### config.mk
export PLATFORM = sky130hd
export DESIGN_NAME = top
export DESIGN_NICKNAME = d
export VERILOG_FILES = /design/src/rtl/top_pkg.sv /design/src/rtl/top_elem_gen.sv /design/src/rtl/top.sv
export SDC_FILE = /design/constraint.sdc
export NUM_CORES = 1
export LEC_CHECK = 0
export CAP_MARGIN = 20
export CORE_ASPECT_RATIO = 1.5
export CORE_MARGIN = 2
export CORE_UTILIZATION = 40
export CTS_CLUSTER_SIZE = 16
export DETAILED_ROUTE_END_ITERATION = 8
export GPL_ROUTABILITY_DRIVEN = 1
export PLACE_DENSITY_LB_ADDON = 0.05
export SYNTH_ARGS = -nofsm -noshare
export SYNTH_HDL_FRONTEND = slang
export SYNTH_SLANG_ARGS = --single-unit
### constraint.sdc
create_clock -name clock -period 5.05 [get_ports clock]
set_input_delay 0.505 -clock clock [delete_from_list [all_inputs] [get_ports clock]]
set_output_delay 0.505 -clock clock [all_outputs]
set_load 0.1 [all_outputs]
### src/rtl/top_pkg.sv
// Shared types and constants for the counting stream source.
package top_pkg;

    localparam int unsigned DATA_W = 64;

    typedef logic [DATA_W-1:0] elem_t;

    typedef enum logic [1:0] {
        IDLE,
        EMIT,
        EOS,
        DONE
    } state_t;

    // Width needed to hold 0..count, never less than one bit.
    function automatic int unsigned cnt_width(input int unsigned count);
        int unsigned w;
        w = $clog2(count + 1);
        return (w < 1) ? 1 : w;
    endfunction

endpackage

### src/rtl/top_elem_gen.sv
// Element generator: value register and element counter for the stream source.
// Load restarts the sequence at START; each advance steps the value by STEP
// (wrapping modulo 2^64) and bumps the counter. last flags the final element.
module top_elem_gen
    import top_pkg::*;
#(
    parameter int unsigned COUNT = 10,
    parameter elem_t       START = '0,
    parameter elem_t       STEP  = 64'd1
) (
    input  logic  clock,
    input  logic  reset,
    input  logic  load,
    input  logic  advance,
    output elem_t value,
    output logic  last
);

    localparam int unsigned CNT_W = cnt_width(COUNT);
    // Index of the final element; irrelevant when COUNT is zero because no
    // element is ever emitted in that configuration.
    localparam logic [CNT_W-1:0] LAST_IDX = (COUNT != 0) ? CNT_W'(COUNT - 1) : '0;

    logic [CNT_W-1:0] count;

    // Value register and element counter, restarted on load, stepped on advance.
    always_ff @(posedge clock or negedge reset) begin
        if (!reset) begin
            value <= '0;
            count <= '0;
        end else if (load) begin
            value <= START;
            count <= '0;
        end else if (advance) begin
            value <= value + STEP;
            count <= count + CNT_W'(1);
        end
    end

    assign last = (count == LAST_IDX);

endmodule

### src/rtl/top.sv
// Counting stream source. A token on inCtrl starts a stream of COUNT elements
// START, START+STEP, ... on out0, paired with an EOS flag of 0 on out1; then a
// lone EOS flag of 1 on out1, then a completion token on outCtrl.
// Optional macro TOP_ASSERT_EN compiles in simulation-only handshake assertions.
module top
    import top_pkg::*;
#(
    parameter int unsigned COUNT = 10,
    parameter elem_t       START = '0,
    parameter elem_t       STEP  = 64'd1
) (
    input  logic              clock,
    input  logic              reset,
    input  logic              inCtrl_valid,
    output logic              inCtrl_ready,
    output logic              out0_valid,
    input  logic              out0_ready,
    output logic [DATA_W-1:0] out0_data,
    output logic              out1_valid,
    input  logic              out1_ready,
    output logic              out1_data,
    output logic              outCtrl_valid,
    input  logic              outCtrl_ready
);

    state_t state;
    elem_t  value;
    logic   last;
    logic   load;
    logic   advance;

    // inCtrl_ready is only high in IDLE, so this is the start-token transfer.
    assign load    = inCtrl_valid && inCtrl_ready;
    // An element leaves only when both element and flag consumers take it together.
    assign advance = (state == EMIT) && out0_ready && out1_ready;

    top_elem_gen #(
        .COUNT (COUNT),
        .START (START),
        .STEP  (STEP)
    ) u_elem_gen (
        .clock   (clock),
        .reset   (reset),
        .load    (load),
        .advance (advance),
        .value   (value),
        .last    (last)
    );

    assign out0_data = value;

    // Stream FSM with registered handshake outputs.
    always_ff @(posedge clock or negedge reset) begin
        if (!reset) begin
            state         <= IDLE;
            inCtrl_ready  <= 1'b1;
            out0_valid    <= 1'b0;
            out1_valid    <= 1'b0;
            out1_data     <= 1'b0;
            outCtrl_valid <= 1'b0;
        end else begin
            case (state)
                IDLE: begin
                    if (load) begin
                        inCtrl_ready <= 1'b0;
                        out1_valid   <= 1'b1;
                        if (COUNT != 0) begin
                            state      <= EMIT;
                            out0_valid <= 1'b1;
                            out1_data  <= 1'b0;
                        end else begin
                            state      <= EOS;
                            out0_valid <= 1'b0;
                            out1_data  <= 1'b1;
                        end
                    end
                end
                EMIT: begin
                    if (advance && last) begin
                        state      <= EOS;
                        out0_valid <= 1'b0;
                        out1_data  <= 1'b1;
                    end
                end
                EOS: begin
                    if (out1_ready) begin
                        state         <= DONE;
                        out1_valid    <= 1'b0;
                        out1_data     <= 1'b0;
                        outCtrl_valid <= 1'b1;
                    end
                end
                DONE: begin
                    if (outCtrl_ready) begin
                        state         <= IDLE;
                        outCtrl_valid <= 1'b0;
                        inCtrl_ready  <= 1'b1;
                    end
                end
                default: begin
                    state         <= IDLE;
                    inCtrl_ready  <= 1'b1;
                    out0_valid    <= 1'b0;
                    out1_valid    <= 1'b0;
                    out1_data     <= 1'b0;
                    outCtrl_valid <= 1'b0;
                end
            endcase
        end
    end

`ifdef TOP_ASSERT_EN
    a_out0_hold: assert property (@(posedge clock) disable iff (!reset)
        out0_valid && !(out0_ready && out1_ready) |=> out0_valid && $stable(out0_data));
    a_out1_hold: assert property (@(posedge clock) disable iff (!reset)
        out1_valid && !out1_ready |=> out1_valid && $stable(out1_data));
    a_ctrl_hold: assert property (@(posedge clock) disable iff (!reset)
        outCtrl_valid && !outCtrl_ready |=> outCtrl_valid);
    a_elem_not_eos: assert property (@(posedge clock) disable iff (!reset)
        !(out0_valid && out1_data));
    a_emit_paired: assert property (@(posedge clock) disable iff (!reset)
        (state == EMIT) |-> (out0_valid == out1_valid));
    a_state_excl: assert property (@(posedge clock) disable iff (!reset)
        $onehot0({state == EMIT, state == EOS, state == DONE}));
`endif

endmodule

==> flow_summary_export.csv <==
group,metric,value,unit
status,run_status,"finished clean",
clock_tree,clkSinkCount,75,
sta,worst_slew_margin_rel,33.9,%
critical_path,cp_max_fanout,18,
detailed_routing,dr_total_vias,3761,
synth,total_of_warnings_raised_by_yosys,0,
synth,synth_sequential_area_ratio,46.4,%
floorplanning,ios,75,
global_routing,grt_util_all_layers,21.2,%
synth,synth.avg_cell_area,9.13,µm²
power_and_ir_drop,power_density,327,nW/µm²
critical_path,critPathLaunchType,"register",
floorplanning,floorplan.core_area,9970,µm²
floorplanning,placement_row_count,45,
placement,port-buffer-count,74,
critical_path,critical_path_required,5310,ps
sta,period_needed,3280,ps
synth,main_combinational_cell_family_by_area_after_synthesis,"simple AND/OR/NAND/NOR gates",
synth,synthesis.area,4050,µm²
global_routing,grt_pass1_wl,18.3,mm
cells_and_area,postLayoutCoreUtil,51.6,%
global_routing,grt_overflow_total,0,
sta,final_slew_viol_count,0,
detailed_routing,wl_per_cell,17.7,µm
sta,rsz0062_at_grt,"no",
clock_tree,post_cts_resize_count,0,
synth,flip_flop_and_latch_count_after_synthesis,75,
clock_tree,cts_made_buffers,9,
sta,worst_slew_pin_slew,988,ps
clock_tree,cts.repair_timing.setup_buffer_count,0,
clock_tree,htreeDepth,3,
placement,gp_routability_congestion,0.802,
detailed_routing,post_drt_via_cell_ratio,5.97,
global_routing,first_global_vias,3609,
cells_and_area,nNetsFinal,521,
sta,setup-violations-final,0,
sta,achievable-frequency,305,MHz
floorplanning,fp.dieH,127,µm
power_and_ir_drop,power_leakage,1.91,nW
synth,synth_top_cells_by_area,"sky130_fd_sc_hd__dfrtp_1, sky130_fd_sc_hd__a21oi_1, sky130_fd_sc_hd__or4_1",
cells_and_area,area_delta_synth_final,27.0,%
synth,syn_inst,443,
floorplanning,die_width,86.1,µm
critical_path,r2r_setup_slack,1770,ps
synth,post_synth_and_or_nand_nor_area_fraction,29.0,%
clock_tree,post_cts_hold_buffer_count,0,
global_routing,antenna_violations_before_repair,0,
synth,synth-xor-area-share,6.71,%
detailed_routing,firstDrtPassIters,5,
clock_tree,tritoncts_clock_tree,"done",
critical_path,reg2reg_from,"state[1]",
critical_path,worst_setup_path_end_kind,"register",
detailed_routing,dr.first_iter.drc_count,235,
detailed_routing,drc_errors_left,0,
clock_tree,cts_root_buf,"sky130_fd_sc_hd__clkbuf_16",
floorplanning,floorplan.initialDensity,40.6,%
power_and_ir_drop,maximum_resistive_drop_on_vdd,0.337,mV
synth,synth_compound_area_share,11.8,%
cells_and_area,antenna-diode-count,0,
cells_and_area,final_layout_size_suffix_gt1_share,4.29,%
detailed_routing,totalWireLength,11.2,mm
critical_path,timing.setup.critical_path_class,"reg -> reg",
cells_and_area,layout.filler_cells,959,
placement,post-dp-hpwl,7.69,mm
synth,mappedNetlistNets,456,
clock_tree,worstSkewPairLatency,340,ps
critical_path,reg2regPathDepth,7,
detailed_routing,postRouteAntennaNets,0,
sta,share_of_the_clock_period_used_by_the_worst_path,65.0,%
sta,hold_violations,0,
synth,yosysTopAreaCellShare,45.8,%
synth,adder_cell_share_of_the_synthesized_area,2.17,%
synth,synthDistinctLibCells,38,
min_path,min_path_type,"in -> async",
critical_path,arrival_time_at_the_worst_endpoint,3540,ps
clock_tree,clock_path_buffers,2,
global_routing,grt_max_degree,76,
run,cap_viol_max_count,0,
sta,fin_tns_setup,0,ps
clock_tree,clock_pin_slew_reported_for_the_worst_setup_and_hold_paths_after_clock_tree_synthesis,60,ps
synth,yosysTopAreaCell,"sky130_fd_sc_hd__dfrtp_1",
sta,finalClockSkew,6.25,ps
synth,yosys-mux-area-fraction,0.804,%
critical_path,worst_r2r_endpoint,"u_elem_gen.value[56]",
floorplanning,floorplan.die_area,10900,µm²
report_power, final:
group / switching [W] / internal [W]
logic: 0.000291 / 0.000105
registers: 0.0000282 / 0.000638
clock network: 0.000244 / 0.000372
how the worst max path moves through the flow:
| stage | from | end | cells past startpoint |
|---|---|---|---|
| after floorplan | u_elem_gen.value[0] | u_elem_gen.value[56] | 7 |
| after global placement | out1_ready | u_elem_gen.value[50] | 6 |
| after detailed placement | out1_ready | u_elem_gen.value[56] | 6 |
| after CTS | state[1] | u_elem_gen.value[56] | 7 |
| after global routing | state[1] | u_elem_gen.value[56] | 7 |
| final | state[1] | u_elem_gen.value[56] | 7 |
per-stage QoR:
step	power (W)	cells	setup WS, ps	area, µm²	hold slack [ps]
final	0.00168	630	1770	5140	325
after global routing	0.00176	630	1490	5140	406
after CTS	0.00170	630	1750	5140	381
after detailed placement	0.00108	614	1480	4850	515
after global placement	0.00107	614	1580	4850	502
after floorplan	0.000973	443	2080	4050	209
cell families after synthesis:
| family | after synthesis |
|---|---|
| compound gates | 83 |
| simple gates | 212 |
| flops | 75 |
| mux | 3 |
| buf+inv | 32 |
| fa+ha+maj | 7 |
| xor+xnor | 31 |
critical path, stage by stage (launching register included):
cell and delay (ps):
sky130_fd_sc_hd__dfrtp_1 400, sky130_fd_sc_hd__inv_1 90, sky130_fd_sc_hd__ha_1 240, sky130_fd_sc_hd__and3_1 580
sky130_fd_sc_hd__nand4_1 310, sky130_fd_sc_hd__or4_1 840, sky130_fd_sc_hd__or4_1 580, sky130_fd_sc_hd__a21oi_1 150
registers in the layout, indices dropped and copies added, names as in the netlist:
| name | cells |
|---|---|
| inCtrl_ready | 1 |
| out0_valid | 1 |
| out1_data | 1 |
| out1_valid | 1 |
| outCtrl_valid | 1 |
| state | 2 |
| u_elem_gen.count | 4 |
| u_elem_gen.value | 64 |
layout by cell type, fill, tap and decap left out, drive strengths merged, types with 2 or more instances in the layout:
master	n
nand4	26
buf	2
clkdlybuf4s50	73
a21oi	41
clkbuf	14
nor3	8
nor2	42
and4	13
inv	11
and2	2
xnor2	20
or3	15
o21ai	18
xor2	11
nor4	11
a21boi	2
o31ai	17
mux2	2
nand3	21
nand2	37
or2	2
clkinv	2
o21a	2
and3	7
ha	7
or4	24
dfrtp	74
layer usage:
metal | track usage, % | wire (µm) | vias up | part of all wire, %
met5 | 0 | 0 | - | 0
met4 | 8.87 | 199 | 0 | 1.8
met3 | 3.81 | 543 | 16 | 4.9
met2 | 34.8 | 5650 | 103 | 51
met1 | 27.3 | 4780 | 1875 | 43
li1 | - | - | 1767 | -
cell usage after synthesis:
| cell | instances |
|---|---|
| sky130_fd_sc_hd__nand2_1 | 37 |
| sky130_fd_sc_hd__or3_1 | 14 |
| sky130_fd_sc_hd__nand3_1 | 20 |
| sky130_fd_sc_hd__dfstp_2 | 1 |
| sky130_fd_sc_hd__o21ai_0 | 18 |
| sky130_fd_sc_hd__nor2b_1 | 1 |
| sky130_fd_sc_hd__nor4_1 | 11 |
| sky130_fd_sc_hd__a21oi_1 | 41 |
| sky130_fd_sc_hd__xnor2_1 | 20 |
| sky130_fd_sc_hd__nand3_2 | 1 |
| sky130_fd_sc_hd__o31ai_1 | 17 |
| sky130_fd_sc_hd__nor2_1 | 42 |
| sky130_fd_sc_hd__mux2i_1 | 1 |
| sky130_fd_sc_hd__buf_2 | 4 |
| sky130_fd_sc_hd__nor3_1 | 8 |
| sky130_fd_sc_hd__and2_1 | 2 |
| sky130_fd_sc_hd__clkbuf_1 | 15 |
| sky130_fd_sc_hd__a31oi_1 | 1 |
| sky130_fd_sc_hd__or4_1 | 24 |
| sky130_fd_sc_hd__xor2_1 | 11 |
| sky130_fd_sc_hd__o21a_1 | 2 |
| sky130_fd_sc_hd__nand4b_1 | 1 |
| sky130_fd_sc_hd__nand4_1 | 26 |
| sky130_fd_sc_hd__a211oi_1 | 1 |
| sky130_fd_sc_hd__clkbuf_2 | 1 |
| sky130_fd_sc_hd__or2_0 | 2 |
| sky130_fd_sc_hd__nor4b_1 | 1 |
| sky130_fd_sc_hd__buf_1 | 1 |
| sky130_fd_sc_hd__dfrtp_1 | 74 |
| sky130_fd_sc_hd__a21boi_0 | 2 |
| sky130_fd_sc_hd__and3_1 | 7 |
| sky130_fd_sc_hd__inv_1 | 11 |
| sky130_fd_sc_hd__ha_1 | 7 |
| sky130_fd_sc_hd__o41ai_1 | 1 |
| sky130_fd_sc_hd__or3_4 | 1 |
| sky130_fd_sc_hd__and4_1 | 13 |
| sky130_fd_sc_hd__or4b_1 | 1 |
| sky130_fd_sc_hd__mux2_2 | 2 |
cell type report:
type                    count  area (µm²)  area share (%)
clock inverters             2        10.0           0.195
multi-input cells         336        2040            39.7
inverters                  11        41.3           0.804
clock buffers              14         274            5.33
well taps                 117         146            2.85
repair buffers             75         746            14.5
flip-flops and latches     75        1880            36.6
(Power assumes the default switching activity.)
